$ cat config.mk
export PLATFORM = sky130hd
export DESIGN_NAME = serial_parity_rx_flat
export DESIGN_NICKNAME = d
export VERILOG_FILES = /design/src/rtl/serial_parity_rx_pkg.sv /design/src/rtl/serial_parity_rx_if.sv /design/src/rtl/serial_parity_rx_accum.sv /design/src/rtl/serial_parity_rx.sv /design/src/flat_wrapper.sv
export SDC_FILE = /design/constraint.sdc
export NUM_CORES = 1
export LEC_CHECK = 0
export CORE_ASPECT_RATIO = 0.6
export CORE_MARGIN = 10
export CORE_UTILIZATION = 55
export CTS_BUF_LIST = sky130_fd_sc_hd__clkbuf_2 sky130_fd_sc_hd__clkbuf_4 sky130_fd_sc_hd__clkbuf_8
export CTS_CLUSTER_SIZE = 24
export DETAILED_ROUTE_END_ITERATION = 10
export PLACE_DENSITY = 0.88
export REMOVE_ABC_BUFFERS = 1
export SLEW_MARGIN = 15
export SYNTH_ARGS = -nofsm -noshare
export SYNTH_HDL_FRONTEND = slang
export SYNTH_SLANG_ARGS = --single-unit
$ cat constraint.sdc
create_clock -name clk -period 2.45 [get_ports clk]
set_input_delay 0.49 -clock clk [delete_from_list [all_inputs] [get_ports clk]]
set_output_delay 0.49 -clock clk [all_outputs]
set_load 0.03 [all_outputs]
$ cat src/rtl/serial_parity_rx_pkg.sv
// Shared types and constants for the serial parity receiver.
// No logic: the FSM state encoding, parity-sense constants and counter width live here.
// Imported by the receiver top, its accumulator and the bench.
package parity_pkg;

  typedef enum logic [1:0] {
    IDLE  = 2'd0,
    SHIFT = 2'd1,
    PAR   = 2'd2,
    HOLD  = 2'd3
  } state_t;

  localparam bit PAR_EVEN  = 1'b0;
  localparam bit PAR_ODD   = 1'b1;
  localparam int ERR_CNT_W = 8;

endpackage

$ cat src/rtl/serial_parity_rx_if.sv
// Serial-in / word-out handshake bundle of the parity receiver.
// Latency: none (wires only).
// Backpressure: sin_ready from the receiver, out_ready from the word consumer.
interface serial_parity_rx_if #(
  parameter int DATA_W = 8
);

  logic              sin_valid;
  logic              sin_bit;
  logic              sin_sof;
  logic              sin_ready;
  logic [DATA_W-1:0] out_data;
  logic              out_err;
  logic              out_valid;
  logic              out_ready;

  // Link/consumer side: drives serial bits and the word-level ready.
  modport master (
    output sin_valid, sin_bit, sin_sof, out_ready,
    input  sin_ready, out_data, out_err, out_valid
  );

  // Receiver side.
  modport slave (
    input  sin_valid, sin_bit, sin_sof, out_ready,
    output sin_ready, out_data, out_err, out_valid
  );

endinterface

$ cat src/rtl/serial_parity_rx_accum.sv
// Running XOR of the bits of one frame (data bits only).
// Latency: result visible the cycle after load/en.
// Backpressure: none; the caller only pulses load/en on accepted bits.
module parity_accum (
  input  logic clk,
  input  logic rst_n,
  input  logic clear,
  input  logic load,
  input  logic en,
  input  logic din,
  output logic acc
);

  // clear wins over load (frame start), which wins over accumulate
  always_ff @(posedge clk or negedge rst_n) begin
    if (!rst_n) begin
      acc <= 1'b0;
    end else if (clear) begin
      acc <= 1'b0;
    end else if (load) begin
      acc <= din;
    end else if (en) begin
      acc <= acc ^ din;
    end
  end

endmodule

$ cat src/rtl/serial_parity_rx.sv
// Serial LSB-first frame receiver: DATA_W data bits + parity -> word + error flag.
// Latency: out_valid rises on the edge that accepts the parity bit.
// Backpressure: word held and sin_ready low until out_ready; optional PARITY_ERR_CNT_EN error counter.
module serial_parity_rx
  import parity_pkg::*;
#(
  parameter int DATA_W     = 8,
  parameter bit ODD_PARITY = PAR_EVEN
) (
  input  logic                 clk,
  input  logic                 rst_n,
  serial_parity_rx_if.slave    bus,
  output logic                 busy,
  output logic [ERR_CNT_W-1:0] err_count
);

  localparam int CNT_W = $clog2(DATA_W);

  state_t            state_q;
  state_t            state_d;
  logic [CNT_W-1:0]  cnt_q;
  logic [DATA_W-1:0] shreg_q;
  logic              acc;
  logic              accept;
  logic              frame_start;
  logic              last_data;
  logic              shift_en;
  logic              capture;
  logic              release_w;
  logic              par_err;

  // HOLD is the only state that refuses serial bits
  assign bus.sin_ready = (state_q != HOLD);
  assign accept        = bus.sin_valid && bus.sin_ready;
  // an accepted sof always (re)starts a frame, discarding any partial one
  assign frame_start   = accept && bus.sin_sof;
  assign last_data     = (cnt_q == CNT_W'(DATA_W - 1));
  assign par_err       = acc ^ bus.sin_bit ^ ODD_PARITY;

  // state register
  always_ff @(posedge clk or negedge rst_n) begin
    if (!rst_n) begin
      state_q <= IDLE;
    end else begin
      state_q <= state_d;
    end
  end

  // next state and per-cycle datapath controls
  always_comb begin
    state_d   = state_q;
    shift_en  = 1'b0;
    capture   = 1'b0;
    release_w = 1'b0;
    case (state_q)
      IDLE: begin
        if (frame_start) state_d = SHIFT;
      end
      SHIFT: begin
        if (frame_start) begin
          state_d = SHIFT;
        end else if (accept) begin
          shift_en = 1'b1;
          if (last_data) state_d = PAR;
        end
      end
      PAR: begin
        if (frame_start) begin
          state_d = SHIFT;
        end else if (accept) begin
          capture = 1'b1;
          state_d = HOLD;
        end
      end
      HOLD: begin
        if (bus.out_valid && bus.out_ready) begin
          release_w = 1'b1;
          state_d   = IDLE;
        end
      end
      default: state_d = IDLE;
    endcase
  end

  parity_accum u_accum (
    .clk   (clk),
    .rst_n (rst_n),
    .clear (release_w),
    .load  (frame_start),
    .en    (shift_en),
    .din   (bus.sin_bit),
    .acc   (acc)
  );

  // deserialiser: bit0 on frame start, then bit at position cnt
  always_ff @(posedge clk or negedge rst_n) begin
    if (!rst_n) begin
      shreg_q <= '0;
      cnt_q   <= '0;
    end else if (frame_start) begin
      shreg_q <= {{(DATA_W-1){1'b0}}, bus.sin_bit};
      cnt_q   <= CNT_W'(1);
    end else if (shift_en) begin
      shreg_q[cnt_q] <= bus.sin_bit;
      cnt_q          <= cnt_q + CNT_W'(1);
    end else if (capture) begin
      cnt_q <= '0;
    end
  end

  // output word register: loaded with the parity bit, frozen through HOLD
  always_ff @(posedge clk or negedge rst_n) begin
    if (!rst_n) begin
      bus.out_data  <= '0;
      bus.out_err   <= 1'b0;
      bus.out_valid <= 1'b0;
    end else if (capture) begin
      bus.out_data  <= shreg_q;
      bus.out_err   <= par_err;
      bus.out_valid <= 1'b1;
    end else if (release_w) begin
      bus.out_valid <= 1'b0;
    end
  end

  // busy tracks the registered state so it changes with the FSM
  always_ff @(posedge clk or negedge rst_n) begin
    if (!rst_n) begin
      busy <= 1'b0;
    end else begin
      busy <= (state_d != IDLE);
    end
  end

`ifdef PARITY_ERR_CNT_EN
  // saturating count of bad words, bumped as the word enters HOLD
  always_ff @(posedge clk or negedge rst_n) begin
    if (!rst_n) begin
      err_count <= '0;
    end else if (capture && par_err && (err_count != {ERR_CNT_W{1'b1}})) begin
      err_count <= err_count + ERR_CNT_W'(1);
    end
  end
`else
  assign err_count = '0;
`endif

endmodule

$ cat src/flat_wrapper.sv
// flat-port wrapper written by rule: the top's interface ports become plain ports
module serial_parity_rx_flat import parity_pkg::*;
#(
  parameter int DATA_W     = 8,
  parameter bit ODD_PARITY = PAR_EVEN
)
  (clk, rst_n, busy, err_count, bus_sin_valid, bus_sin_bit, bus_sin_sof, bus_out_ready, bus_sin_ready, bus_out_data, bus_out_err, bus_out_valid);
  serial_parity_rx_if #(.DATA_W(DATA_W)) bus_i ();
  input  logic clk;
  input  logic rst_n;
  output logic busy;
  output logic [ERR_CNT_W-1:0] err_count;
  input wire logic [$bits(bus_i.sin_valid)-1:0] bus_sin_valid;
  input wire logic [$bits(bus_i.sin_bit)-1:0] bus_sin_bit;
  input wire logic [$bits(bus_i.sin_sof)-1:0] bus_sin_sof;
  input wire logic [$bits(bus_i.out_ready)-1:0] bus_out_ready;
  output wire logic [$bits(bus_i.sin_ready)-1:0] bus_sin_ready;
  output wire logic [$bits(bus_i.out_data)-1:0] bus_out_data;
  output wire logic [$bits(bus_i.out_err)-1:0] bus_out_err;
  output wire logic [$bits(bus_i.out_valid)-1:0] bus_out_valid;
  assign bus_i.sin_valid = bus_sin_valid;
  assign bus_i.sin_bit = bus_sin_bit;
  assign bus_i.sin_sof = bus_sin_sof;
  assign bus_i.out_ready = bus_out_ready;
  assign bus_sin_ready = bus_i.sin_ready;
  assign bus_out_data = bus_i.out_data;
  assign bus_out_err = bus_i.out_err;
  assign bus_out_valid = bus_i.out_valid;
  serial_parity_rx #(.DATA_W(DATA_W), .ODD_PARITY(ODD_PARITY)) u_core (.clk(clk), .rst_n(rst_n), .bus(bus_i), .busy(busy), .err_count(err_count));
endmodule
==> results of run 1 <==
## final timing paths
path,depth (start not counted),end
worst max-delay path,2,bus_sin_ready
worst min-delay path,1,u_core.shreg_q[0]
worst max register to register,4,u_core.shreg_q[2]
worst min register to register,1,u_core.shreg_q[0]
max in group asynchronous,2,u_core.bus.out_data[7]
min in group asynchronous,2,u_core.state_q[1]
## placed cells by master, fill, tap and decap left out, drive strengths merged, types with 3 or more instances in the layout
| cell type | Yosys | layout |
|---|---|---|
| a21oi | 4 | 4 |
| a31oi | 4 | 4 |
| buf | 15 | 5 |
| clkbuf | 1 | 3 |
| clkdlybuf4s50 | 0 | 17 |
| conb | 1 | 8 |
| dfrtp | 25 | 25 |
| inv | 4 | 4 |
| mux2 | 9 | 9 |
| mux2i | 7 | 7 |
| nand2 | 6 | 6 |
| nand3 | 3 | 3 |
| nor2 | 4 | 4 |
| nor2b | 5 | 5 |
| o21ai | 12 | 12 |
| o22ai | 3 | 3 |
## flip-flops by register name (all words and copies together) (netlist names)
register              count
u_core.busy               1
u_core.shreg_q            8
u_core.bus.out_data       8
u_core.u_accum.acc        1
u_core.state_q            2
u_core.bus.out_err        1
u_core.bus.out_valid      1
u_core.cnt_q              3
## power by group
group | internal, W | total [W] | switching [W]
logic | 0.000190 | 0.000431 | 0.000241
clock network | 0.000115 | 0.000248 | 0.000133
registers | 0.000494 | 0.000592 | 0.0000982
total | 0.000799 | 0.00127 | 0.000473
## through the flow
step	area [sq um]	hold WS, ns
6_report	1560	0.488
5_1_grt	1560	0.523
4_1_cts	1560	0.492
3_5_place_dp	1510	0.472
3_3_place_gp	1510	0.467
2_1_floorplan	1260	0.194
## worst max-delay path, delay by kind of cell, from the launching register on
family,cells,cell delay (ns)
flops,1,0.48
buf+inv,1,0.67
simple gates,1,0.12
## final cells by class
type                            count  area (sq um)
Clock inverter                      1          7.51
Multi-Input combinational cell     86           624
Tap cell                           30          37.5
Clock buffer                        3          41.3
Sequential cell                    25           626
Inverter                            4          15.0
Fill cell                         168           686
Timing Repair Buffer               22           208
## metal layers
metal / share of wire / track usage / vias to the layer above
met4: 0.0083 / 0.0285 / 0
met3: 0.075 / 0.0522 / 4
met1: 0.43 / 0.142 / 475
li1: - / - / 458
met2: 0.48 / 0.201 / 26
met5: 0 / 0 / -
## cells by family (layout without fill, tap and decap cells)
group / count (synthesis) / after routing / synth area share
compound gates: 28 / 28 / 0.122
xor+xnor: 1 / 1 / 0.00649
fa+ha+maj: 2 / 2 / 0.0185
buf+inv: 20 / 30 / 0.0928
flops: 25 / 25 / 0.464
mux: 16 / 16 / 0.127
other cells: 1 / 8 / 0.00278
simple gates: 31 / 31 / 0.166
==> results.ini, run 1 <==
[detailed_routing]
via_per_inst = 5.63
antenna_left = 0
drtPass1Iterations = 4
remaining_drc_errors = 0
routed_wl_microns = 2780
drt_iter0_markers = 63
wire_per_inst_microns = 16.2
vias = 963

[yosys]
syn_inst = 124
synthTopCellsByCount = dfrtp_1, o21ai_0, buf_4
yosysUniqueCellTypes = 38
syn_area_per_cell_sq_um = 10.9
ys_ff_latch = 25
synth_top_area_share = 0.464
ys.flop_type = dfrtp_1
syn_area_sq_mm = 0.00135
async_flop_share = 1.00
ys_warn_count = 0
synth_top_cell_by_area = dfrtp_1
synth_edf_count = 0
synthTopCellsByArea = dfrtp_1, mux2_1, buf_4
yosysSeqAreaShare = 0.464
yosys.cell_count.top_type = dfrtp_1

[timing]
fin_crit_sh = 0.830
worst_clock_skew_ns = 0.00511
setup_viol = 0
rsz0062_at_grt = false
slew_violations = 0
worst_slack_ns = 0.416
timing.fmax_ghz = 0.492
min_period_ns = 2.03
tns_ns = 0
hold_violations = 0

[cts]
cts.clk_slew.worst_paths_ns = 0.08
clock_path_buffers = 2
cts_num_sinks = 25
insertion_delay_ns = 0.27
post_cts_buffers = 0
cts-buffers-inserted = 3
ctsResizeCount = 0
cts_htree_levels = 1
cts_tree = yes
root_buffer = clkbuf_8
hold_buffers = 0

[die]
core_sq_mm = 0.00224
io_pins = 26
fp.dieH_microns = 58.4
rows = 13
die_w_microns = 83.9
start_util = 0.601
die_area_sq_mm = 0.00490

[cells_and_area]
stdcell_count = 171
antenna_cells = 0
finalNetCount = 150
layout-drive-gt1-share = 0.121
syn2layout_area_growth_pct = 15.6
fin_util = 0.695

[power]
peakVddDrop_v = 0.000491
p_leak_nw = 0.709
fin_total_pwr_w = 0.00127
p_per_area_mw_per_mm2 = 816

[worst_setup_path]
start_kind = flop
critPathRequiredTime_ns = 1.96
critPathLaunch = u_core.state_q[1]
reg2reg_from = u_core.state_q[0]
cp_slowest_cell = clkdlybuf4s50_1
path_max_fanout = 10
reg2reg_setup_slack_ns = 0.87
cp-end-kind = output pin
crit_type = flop to output pin
worstPathCellList = nand2_1 > clkdlybuf4s50_1
slowest_delay_ns = 0.67
arrival_ns = 1.54

[run_status]
status = finished, final reports clean

[global_routing]
grt_pass1_vias = 978
grt_pass1_wl_microns = 4870
antenna_found_initial = 0
overflow = 0
grt_max_degree = 26
grt_usage = 0.121

[place]
dp_slack_ns = 0.275
hpwl_microns = 2120
gp_congestion = 0.885
placed_cells = 167
portBuffers = 17

[hold_path]
hp-class = flop to flop
worstHoldStart = u_core.shreg_q[0]

[job]
maxCapViolCount = 0

Power figures use the tool's default switching activity.
==> inputs of run 2 (changes only) <==
- CORE_UTILIZATION: 55 -> 48
- PLACE_DENSITY: 0.88 -> 0.82
- clock period: 2.45 -> 1.72 ns (I/O delays scaled with it)
==> results.ini, run 2 (synthesis results as in run 1) <==
[run_status]
status = finished, final reports clean

[die]
rows = 14  ; +1
io_pins = 26  ; unchanged
die_area_sq_mm = 0.00540  ; +10%
start_util = 0.520  ; -0.0806
core_sq_mm = 0.00259  ; +15%
fp.dieH_microns = 61.1  ; +4.6%
die_w_microns = 88.4  ; +5.4%

[global_routing]
grt_max_degree = 26  ; unchanged
grt_usage = 0.114  ; -0.00636
grt_pass1_wl_microns = 4840  ; -0.57%
overflow = 0  ; unchanged
grt_pass1_vias = 961  ; -1.7%
antenna_found_initial = 0  ; unchanged

[worst_setup_path]
cp-end-kind = output pin
reg2reg_setup_slack_ns = 0.18  ; -0.69 ns
start_kind = flop
slowest_delay_ns = 0.67  ; about the same
critPathRequiredTime_ns = 1.38  ; -0.58 ns
path_delay_family = buffers and inverters
path_max_fanout = 2  ; -8
r2r_cells = 4  ; unchanged
worstPathCellList = clkdlybuf4s50_1
r2r-end = u_core.bus.out_data[3]
critPathBufInv = 1  ; unchanged
reg2reg_from = u_core.state_q[0]
arrival_ns = 1.30  ; -0.24 ns
critPathCapture = bus_out_data[5]
critPathLaunch = u_core.bus.out_data[5]
crit_type = flop to output pin
worstSetupPathDepth = 1  ; -1
cp_slowest_cell = clkdlybuf4s50_1

[timing]
min_period_ns = 1.64
worst_slack_ns = 0.0795  ; -0.337 ns
timing.fmax_ghz = 0.610
hold_violations = 0  ; unchanged
fin_crit_sh = 0.954
slew_violations = 0  ; unchanged
rsz0062_at_grt = false
setup_viol = 0  ; unchanged
worst_clock_skew_ns = 0.00313  ; -0.00198 ns

[power]
peakVddDrop_v = 0.000654  ; +33%
p_per_area_mw_per_mm2 = 1120  ; +37%
p_leak_nw = 0.753  ; +6.1%

[place]
hpwl_microns = 2220  ; +4.6%
dp_slack_ns = -0.150  ; -0.425 ns
portBuffers = 17  ; unchanged
gp_congestion = 0.871  ; -1.6%

[cells_and_area]
n_fill_cell = 211  ; +26%
top_regs = u_core.bus.out_data: 8 flops, u_core.shreg_q: 8 flops, u_core.cnt_q: 3 flops
layout-drive-gt1-share = 0.173  ; +0.0528
syn2layout_area_growth_pct = 21.5
antenna_cells = 0  ; unchanged
final_common_cell = dfrtp_1
layout_common_cells = dfrtp_1, clkdlybuf4s50_1, buf_4
finalNetCount = 159  ; +6.0%
fin_util = 0.632  ; -0.0623

[detailed_routing]
antenna_left = 0  ; unchanged
remaining_drc_errors = 0  ; unchanged
drt_iter0_markers = 62  ; -1.6%
wire_per_inst_microns = 16.3  ; +0.56%
vias = 1000  ; +3.8%
via_per_inst = 5.49  ; -2.4%
routed_wl_microns = 2970  ; +7.0%
drtPass1Iterations = 4  ; unchanged

[cts]
clock_path_buffers = 2  ; unchanged
cts_tree = yes
cts-buffers-inserted = 3  ; unchanged
cts_htree_levels = 1  ; unchanged
cts_num_sinks = 25  ; unchanged
insertion_delay_ns = 0.27  ; about the same
cts.clk_slew.worst_paths_ns = 0.09  ; about the same
root_buffer = clkbuf_8
post_cts_buffers = 0  ; unchanged

[hold_path]
hp-class = input pin to async pin

[job]
maxCapViolCount = 0  ; unchanged

-- run 2: changes by cell type in the layout (fill, tap and decap cells not counted), sizes merged --
cell and delta:
dlygate4sd2 +2, clkdlybuf4s50 -2, buf +9
-- run 2: worst min-delay path by stage --
| stage | startpoint | end | slack, ns | depth (start not counted) |
|---|---|---|---|---|
| CTS | rst_n | u_core.state_q[0] | 0.43 | 2 |
| finish | rst_n | u_core.state_q[1] | 0.43 | 2 |
| detailed placement | u_core.bus.out_data[6] | u_core.bus.out_data[6] | 0.48 | 1 |
| global placement | u_core.bus.out_data[2] | u_core.bus.out_data[2] | 0.47 | 1 |
| global route | rst_n | u_core.state_q[0] | 0.44 | 2 |
| floorplan | rst_n | u_core.bus.out_data[0] | 0.05 | 0 |
-- run 2: final cells by class --
class	count	area, sq um	area share
Clock buffer	3	41.3	0.0252
Inverter	4	15.0	0.00916
Sequential cell	25	626	0.382
Tap cell	32	40.0	0.0244
Timing Repair Buffer	31	285	0.174
Multi-Input combinational cell	86	624	0.381
Clock inverter	1	7.51	0.00458
-- run 2: repair_timing --
action | 4_1_cts | 5_1_grt
hold buffers | 0 | 0
gates resized for setup | 2 | 0
setup endpoints to repair | 2 | 0
-- run 2: through the flow --
step	TNS, ns	power, W	instances	instance area [sq um]	hold WS [ns]
6_report	0	0.00184	182	1640	0.426
5_1_grt	0	0.00194	182	1640	0.445
4_1_cts	0	0.00185	182	1640	0.432
3_5_place_dp	-1.33	0.00149	178	1590	0.478
3_3_place_gp	-0.956	0.00146	178	1590	0.469
2_1_floorplan	0	0.00122	115	1260	0.0484
-- run 2: metal layers --
layer  GRT usage  wire (microns)  vias up
met1       0.154            1460      494
li1            -               -      477
met3      0.0250             150        4
met5           0               0        -
met2       0.179            1320       25
met4      0.0412              42        0
-- run 2: where the power goes --
| group | internal (W) | leakage [nW] | switching, W |
|---|---|---|---|
| clock network | 0.000164 | 0.0217 | 0.000187 |
| registers | 0.000703 | 0.326 | 0.000152 |
| logic | 0.000287 | 0.405 | 0.000345 |
